`src/rtl/soh_input_sequencer_pkg.sv`:
```
// soh_pkg: shared constants and FSM state type for the SoH input sequencer.
// Fixed-point words are signed Q16.16 throughout.
package soh_pkg;

  localparam int SOH_DATA_W    = 32;
  localparam int SOH_FRAC_BITS = 16;

  localparam logic [SOH_DATA_W-1:0] SAT_MAX = 32'h7FFF_FFFF;
  localparam logic [SOH_DATA_W-1:0] SAT_MIN = 32'h8000_0000;
  localparam logic [SOH_DATA_W-1:0] Q_ONE   = 32'h0001_0000;
  localparam logic [SOH_DATA_W-1:0] Q_ZERO  = 32'h0000_0000;

  typedef enum logic [1:0] {
    ST_COLLECT = 2'd0,
    ST_HOLD    = 2'd1,
    ST_DONE    = 2'd2
  } soh_state_t;

endpackage

```
`src/rtl/soh_input_sequencer_if.sv`:
```
// soh_input_sequencer_if: raw-feature handshake and result handshake bundle.
// master = feature producer / result consumer, slave = the sequencer.
interface soh_input_sequencer_if #(
  parameter int DATA_W = 32
);
  logic              s_valid;
  logic              s_ready;
  logic [DATA_W-1:0] s_data;
  logic              result_valid;
  logic              result_ready;
  logic [DATA_W-1:0] result_data;

  modport master (
    output s_valid, s_data, result_ready,
    input  s_ready, result_valid, result_data
  );

  modport slave (
    input  s_valid, s_data, result_ready,
    output s_ready, result_valid, result_data
  );
endinterface

```
`src/rtl/soh_input_sequencer_normalizer.sv`:
```
// soh_feature_normalizer: combinational sat(((x - offset) * scale) >>> FRAC_BITS).
// The difference is one bit wider than a word and the product is wide enough
// that neither can wrap; only the final narrowing saturates.
module soh_feature_normalizer
  import soh_pkg::*;
#(
  parameter int DATA_W    = SOH_DATA_W,
  parameter int FRAC_BITS = SOH_FRAC_BITS
) (
  input  logic [DATA_W-1:0] x,
  input  logic [DATA_W-1:0] offset,
  input  logic [DATA_W-1:0] scale,
  output logic [DATA_W-1:0] norm,
  output logic              sat
);

  localparam int PW = 2*DATA_W + 2;

  logic signed [DATA_W:0] diff;
  logic signed [PW-1:0]   diff_ext;
  logic signed [PW-1:0]   scale_ext;
  logic signed [PW-1:0]   prod;
  logic signed [PW-1:0]   shifted;
  logic [PW-DATA_W:0]     top_bits;

  assign diff      = signed'({x[DATA_W-1], x}) - signed'({offset[DATA_W-1], offset});
  assign diff_ext  = PW'(diff);
  assign scale_ext = PW'(signed'(scale));
  assign prod      = diff_ext * scale_ext;
  assign shifted   = prod >>> FRAC_BITS;
  // Everything from the result sign bit upward must be a pure sign extension.
  assign top_bits  = shifted[PW-1:DATA_W-1];

  // Narrow to one word, clamping to the signed range when it does not fit.
  always_comb begin
    sat  = !((&top_bits) || !(|top_bits));
    norm = shifted[DATA_W-1:0];
    if (sat) begin
      norm = shifted[PW-1] ? SAT_MIN : SAT_MAX;
    end
  end

endmodule

```
`src/rtl/soh_input_sequencer.sv`:
```
// soh_input_sequencer: normalizes raw features into the predictor input
// vector, holds it for the predictor latency, then offers the SoH result.
// Optional build macro SOH_RESULT_CLAMP_EN clamps the captured SoH to [0.0, 1.0].
//
// state      | meaning
// ST_COLLECT | accepting features, one normalized slice per handshake
// ST_HOLD    | vector stable, waiting NET_LATENCY edges for the predictor
// ST_DONE    | result offered, waiting for the consumer handshake
module soh_input_sequencer
  import soh_pkg::*;
#(
  parameter int NUM_FEATURES = 4,
  parameter int DATA_W       = SOH_DATA_W,
  parameter int FRAC_BITS    = SOH_FRAC_BITS,
  parameter int NET_LATENCY  = 5
) (
  input  logic                             clk,
  input  logic                             reset,
  soh_input_sequencer_if.slave             bus,
  input  logic [NUM_FEATURES*DATA_W-1:0]   offsets,
  input  logic [NUM_FEATURES*DATA_W-1:0]   scales,
  output logic [NUM_FEATURES*DATA_W-1:0]   net_in_data,
  input  logic [DATA_W-1:0]                soh_in,
  output logic                             sat_flag,
  output logic [15:0]                      frame_cnt
);

  localparam int IDX_W = (NUM_FEATURES > 1) ? $clog2(NUM_FEATURES) : 1;
  localparam int CNT_W = (NET_LATENCY > 0) ? $clog2(NET_LATENCY + 2) : 1;
  localparam logic [IDX_W-1:0] LAST_IDX = IDX_W'(NUM_FEATURES - 1);

  soh_state_t                     state, state_nxt;
  logic [IDX_W-1:0]               idx;
  logic [CNT_W-1:0]               hold_cnt;
  logic [NUM_FEATURES*DATA_W-1:0] net_q;
  logic [DATA_W-1:0]              res_q;
  logic [DATA_W-1:0]              soh_cap;
  logic                           sat_q;
  logic [15:0]                    frame_q;
  logic [DATA_W-1:0]              off_sel, scl_sel, norm;
  logic                           norm_sat;
  logic                           s_ready_c, res_valid_c;
  logic                           accept, res_hs;

  // Pick this feature's offset and scale; feature 0 lives in the top slice.
  always_comb begin
    off_sel = '0;
    scl_sel = '0;
    for (int i = 0; i < NUM_FEATURES; i++) begin
      if (idx == IDX_W'(i)) begin
        off_sel = offsets[(NUM_FEATURES-1-i)*DATA_W +: DATA_W];
        scl_sel = scales[(NUM_FEATURES-1-i)*DATA_W +: DATA_W];
      end
    end
  end

  soh_feature_normalizer #(
    .DATA_W    (DATA_W),
    .FRAC_BITS (FRAC_BITS)
  ) u_norm (
    .x      (bus.s_data),
    .offset (off_sel),
    .scale  (scl_sel),
    .norm   (norm),
    .sat    (norm_sat)
  );

  // Result capture, optionally clamped to the physical SoH range.
  always_comb begin
    soh_cap = soh_in;
`ifdef SOH_RESULT_CLAMP_EN
    if (soh_in[DATA_W-1]) begin
      soh_cap = Q_ZERO;
    end else if (soh_in > Q_ONE) begin
      soh_cap = Q_ONE;
    end
`endif
  end

  // State register.
  always_ff @(posedge clk or negedge reset) begin
    if (!reset) begin
      state <= ST_COLLECT;
    end else begin
      state <= state_nxt;
    end
  end

  // Next-state and handshake outputs.
  always_comb begin
    state_nxt   = state;
    s_ready_c   = 1'b0;
    res_valid_c = 1'b0;
    case (state)
      ST_COLLECT: begin
        s_ready_c = 1'b1;
        if (bus.s_valid && (idx == LAST_IDX)) begin
          state_nxt = ST_HOLD;
        end
      end
      ST_HOLD: begin
        if (hold_cnt == CNT_W'(NET_LATENCY)) begin
          state_nxt = ST_DONE;
        end
      end
      ST_DONE: begin
        res_valid_c = 1'b1;
        if (bus.result_ready) begin
          state_nxt = ST_COLLECT;
        end
      end
      default: state_nxt = ST_COLLECT;
    endcase
  end

  assign accept = bus.s_valid && s_ready_c;
  assign res_hs = res_valid_c && bus.result_ready;

  // Feature index, hold timer, vector slices, result and frame bookkeeping.
  always_ff @(posedge clk or negedge reset) begin
    if (!reset) begin
      idx      <= '0;
      hold_cnt <= '0;
      net_q    <= '0;
      res_q    <= '0;
      sat_q    <= 1'b0;
      frame_q  <= '0;
    end else begin
      if (accept) begin
        for (int i = 0; i < NUM_FEATURES; i++) begin
          if (idx == IDX_W'(i)) begin
            net_q[(NUM_FEATURES-1-i)*DATA_W +: DATA_W] <= norm;
          end
        end
        if (norm_sat) begin
          sat_q <= 1'b1;
        end
        if (idx == LAST_IDX) begin
          idx      <= '0;
          hold_cnt <= '0;
        end else begin
          idx <= idx + 1'b1;
        end
      end
      if (state == ST_HOLD) begin
        hold_cnt <= hold_cnt + 1'b1;
        if (hold_cnt == CNT_W'(NET_LATENCY)) begin
          res_q <= soh_cap;
        end
      end
      if (res_hs) begin
        frame_q <= frame_q + 16'd1;
        sat_q   <= 1'b0;
      end
    end
  end

  assign bus.s_ready      = s_ready_c;
  assign bus.result_valid = res_valid_c;
  assign bus.result_data  = res_q;
  assign net_in_data      = net_q;
  assign sat_flag         = sat_q;
  assign frame_cnt        = frame_q;

endmodule

```
`src/flat_wrapper.sv`:
```
// flat-port wrapper written by rule: the top's interface ports become plain ports
module soh_input_sequencer_flat import soh_pkg::*;
#(
  parameter int NUM_FEATURES = 4,
  parameter int DATA_W       = SOH_DATA_W,
  parameter int FRAC_BITS    = SOH_FRAC_BITS,
  parameter int NET_LATENCY  = 5
)
  (clk, reset, offsets, scales, net_in_data, soh_in, sat_flag, frame_cnt, bus_s_valid, bus_s_data, bus_result_ready, bus_s_ready, bus_result_valid, bus_result_data);
  soh_input_sequencer_if #(.DATA_W(DATA_W)) bus_i ();
  input  logic clk;
  input  logic reset;
  input  logic [NUM_FEATURES*DATA_W-1:0] offsets;
  input  logic [NUM_FEATURES*DATA_W-1:0] scales;
  output logic [NUM_FEATURES*DATA_W-1:0] net_in_data;
  input  logic [DATA_W-1:0] soh_in;
  output logic sat_flag;
  output logic [15:0] frame_cnt;
  input wire logic [$bits(bus_i.s_valid)-1:0] bus_s_valid;
  input wire logic [$bits(bus_i.s_data)-1:0] bus_s_data;
  input wire logic [$bits(bus_i.result_ready)-1:0] bus_result_ready;
  output wire logic [$bits(bus_i.s_ready)-1:0] bus_s_ready;
  output wire logic [$bits(bus_i.result_valid)-1:0] bus_result_valid;
  output wire logic [$bits(bus_i.result_data)-1:0] bus_result_data;
  assign bus_i.s_valid = bus_s_valid;
  assign bus_i.s_data = bus_s_data;
  assign bus_i.result_ready = bus_result_ready;
  assign bus_s_ready = bus_i.s_ready;
  assign bus_result_valid = bus_i.result_valid;
  assign bus_result_data = bus_i.result_data;
  soh_input_sequencer #(.NUM_FEATURES(NUM_FEATURES), .DATA_W(DATA_W), .FRAC_BITS(FRAC_BITS), .NET_LATENCY(NET_LATENCY)) u_core (.clk(clk), .reset(reset), .bus(bus_i), .offsets(offsets), .scales(scales), .net_in_data(net_in_data), .soh_in(soh_in), .sat_flag(sat_flag), .frame_cnt(frame_cnt));
endmodule
```
`config.mk`:
```
export PLATFORM = sky130hd
export DESIGN_NAME = soh_input_sequencer_flat
export DESIGN_NICKNAME = d
export VERILOG_FILES = /design/src/rtl/soh_input_sequencer_pkg.sv /design/src/rtl/soh_input_sequencer_if.sv /design/src/rtl/soh_input_sequencer_normalizer.sv /design/src/rtl/soh_input_sequencer.sv /design/src/flat_wrapper.sv
export SDC_FILE = /design/constraint.sdc
export NUM_CORES = 2
export LEC_CHECK = 0
export CAP_MARGIN = 20
export CORE_ASPECT_RATIO = 0.5
export CORE_UTILIZATION = 60
export CTS_BUF_LIST = sky130_fd_sc_hd__clkbuf_4 sky130_fd_sc_hd__clkbuf_8
export DETAILED_ROUTE_END_ITERATION = 10
export DONT_BUFFER_PORTS = 1
export PLACE_DENSITY_LB_ADDON = 0.08
export SLEW_MARGIN = 25
export SYNTH_ARGS = -nofsm -noshare
export SYNTH_HDL_FRONTEND = slang
export SYNTH_SLANG_ARGS = --single-unit
```
`constraint.sdc`:
```
create_clock -name clk -period 14.31 [get_ports clk]
set_clock_uncertainty 0.15 [all_clocks]
set_input_delay 4.293 -clock clk [delete_from_list [all_inputs] [get_ports clk]]
set_output_delay 4.293 -clock clk [all_outputs]
set_load 0.005 [all_outputs]
```
==> impl_metrics.json <==
{
  "ys_top_cells_by_area": "fa_1 46%, dfrtp_1 9.5%, inv_1 8.5%",
  "violations": "setup timing",
  "cp.required_ps": 14550,
  "cp.arrival_ps": 15770,
  "synth-simple-area-share_pct": 15.70,
  "placementRows": 73,
  "grt_pass1_wl_mm": 260.8,
  "grtUsageMet2_pct": 63.28,
  "worst_pin_slew_ps": 1064,
  "fin_crit_ps": 15530,
  "grt_usage_pct": 42.43,
  "relSlewSlack_pct": 29.08,
  "cts.sinks": 184,
  "synth_common_cells": "1112 x fa_1, 1095 x inv_1, 956 x nor2_1",
  "startpoint_type": "input pin",
  "placedInstanceArea_um2": 55620,
  "holdCritPathClass": "register to register",
  "wl_mm": 174.3,
  "design_area_um2": 59010,
  "grt_use_met1_pct": 58.10,
  "ctsLongestPathBuffers": 2,
  "finalSetupViolations": 129,
  "hold_viol_final": 0,
  "firstDrtPassIters": 8,
  "synth_edf_count": 0,
  "layout-drive-gt1-share_pct": 21.24,
  "globalplace.congestion": 1.138,
  "final_nets": 7854,
  "ys.flop_type": "dfrtp_1",
  "root_buffer": "clkbuf_8",
  "fin_cells": 7303,
  "synth_top_area_share_pct": 45.81,
  "tritoncts": "done",
  "synth-seq-cells": 184,
  "wl_per_cell_um": 23.87,
  "gr-total-overflow": 0,
  "setup_ws_ps": -1220,
  "drt_iter0_markers": 4687,
  "synth_compound_area_share_pct": 9.361,
  "crit_top_cell": "fa_1",
  "status": "complete, but fails checks",
  "busiest_layer": "met2",
  "path_clk_slew_ps": 100,
  "period_share_pct": 108.5,
  "synth_top_family_by_area": "adder cells",
  "grt_setup_unrepaired": "yes",
  "hold_slack_ps": 358.3,
  "grt_max_degree": 185,
  "dieWidth_um": 404.5,
  "post-synth-top-count-cell": "fa_1",
  "slowest_delay_ps": 660,
  "core_area_um2": 79830,
  "ctsHoldBuffers": 0,
  "n_fill_cell": 6003,
  "yosysTopAreaCell": "fa_1",
  "async_flop_share_pct": 100.0,
  "synth.cell_area_um2": 48600,
  "dp_cells": 7148,
  "synth_nets": 7291,
  "htreeDepth": 4,
  "ys_seq_area_share_pct": 9.475,
  "drcViolationCount": 0,
  "die_h_um": 203.2,
  "area_growth_pct": 21.43,
  "path_class": "input pin to register",
  "io_pins": 503,
  "endpoint_kind": "register",
  "synthCells": 5634,
  "antenna_found_initial": 13,
  "fmax_mhz": 64.39,
  "muxShareOfSynthArea_pct": 0.8445,
  "cp_slowest_cell": "fa_2",
  "synth-xor-area-share_pct": 2.034,
  "ant_nets": 0,
  "via_count": 43398,
  "drv_slew": 0,
  "synth_fa_ha_area_share_pct": 51.50,
  "cts_buffers": 17,
  "grt_pass1_vias": 44696,
  "die-area_um2": 82210,
  "grt.met3_usage_pct": 12.56,
  "clk_latency_ps": 480,
  "maxCapViolCount": 0,
  "initial_utilization_pct": 60.88,
  "yosysWarnings": 0,
  "pre_cts_slack_ps": -2340,
  "cp_max_fo": 8,
  "port_buffers": 0,
  "vias_per_cell": 5.942,
  "synth.distinct_cells": 80,
  "place_hpwl_mm": 144.6,
  "syn_avg_cell_area_um2": 8.626
}
[kinds of logic (layout without fill, tap and decap cells)]
family / count (synthesis) / count (layout)
compound gates: 696 / 696
xor+xnor: 112 / 112
fa+ha+maj: 1333 / 1333
buf+inv: 1420 / 1995
flops: 184 / 184
mux: 37 / 37
other cells: 0 / 7
simple gates: 1852 / 1852
[worst max-delay path, delay by kind of cell]
kind	cells	cell delay, ps
AOI/OAI and AO/OA	17	3130
adders and majority gates	10	5070
xor gates and xnor gates	1	140
and+or+nand+nor	11	1690
buffers and inverters	10	1390
[area by class of cell]
class                   count  area (um^2)  share of cell area [%]
flip-flops and latches    184         4604                   7.803
inverters                1095         4124                   6.989
clock buffers              20        262.8                  0.4453
diodes                      7        17.52                 0.02968
clock inverters            11        108.9                  0.1845
multi-input cells        4030        40660                   68.91
well taps                1087         1360                   2.305
repair buffers            869         7871                   13.34
[path summary, 6_finish.rpt]
| check | start | endpoint | cells past startpoint | slack, ps |
|---|---|---|---|---|
| setup reg to reg | u_core.idx[0]$_DFFE_PN0P_ | u_core.net_in_data[100]$_DFFE_PN0P_ | 52 | 630 |
| min in group asynchronous | reset | u_core.idx[1]$_DFFE_PN0P_ | 0 | 3340 |
| max in group asynchronous | reset | u_core.net_in_data[77]$_DFFE_PN0P_ | 0 | 10250 |
| setup / recovery | offsets[98] | u_core.net_in_data[100]$_DFFE_PN0P_ | 49 | -1220 |
| hold / removal | u_core.frame_cnt[15]$_DFFE_PN0P_ | u_core.frame_cnt[15]$_DFFE_PN0P_ | 1 | 360 |
| hold reg to reg | u_core.frame_cnt[15]$_DFFE_PN0P_ | u_core.frame_cnt[15]$_DFFE_PN0P_ | 1 | 360 |
[per-stage QoR]
step	util [%]	setup TNS, ps
after detailed placement	69.67	-287120
after CTS	71.52	-123330
after global routing	73.91	-187970
final	73.92	-142350
after floorplan	-	-120020
after global placement	69.67	-250140
[registers in the layout (all words and copies together), names as in the netlist]
name	count
u_core.idx	2
u_core.bus.result_data	32
u_core.state	2
u_core.net_in_data	128
u_core.sat_flag	1
u_core.hold_cnt	3
u_core.frame_cnt	16
[metal layers]
metal,routed length [um],part of all wire [%]
met1,67090,38
met5,196,0.11
met4,9198,5.3
met2,74400,43
met3,23460,13
[cell usage in the layout, fill, tap and decap left out, drive strengths merged, types with 5 or more instances in the layout]
cell type and instances:
a31o 6, a21o 61, and2 17, mux2i 5, nand4 41, xor2 48, or3 15, clkbuf 36
and3 18, o21ai 83, a211o 5, buf 853, nand2 609, o21a 20, o211ai 5, a21oi 270
o31ai 5, a311oi 70, dfrtp 184, or2 9, ha 221, nor2b 18, a22oi 18, nor3 45
fa 1112, nand3 33, o21bai 19, mux2 32, nand2b 60, a211oi 81, nor4 8, a31oi 5
xnor2 64, diode 7, nor2 956, inv 1099, a21bo 5
[repair_timing]
item	CTS	global route
gates resized for setup	120	260
setup buffers	60	35
setup endpoints to repair	129	129
pin swaps	71	158
cloned	3	23
Power is not shown: default switching activity piles up to over one toggle a cycle in this logic, so the estimate is an artifact.
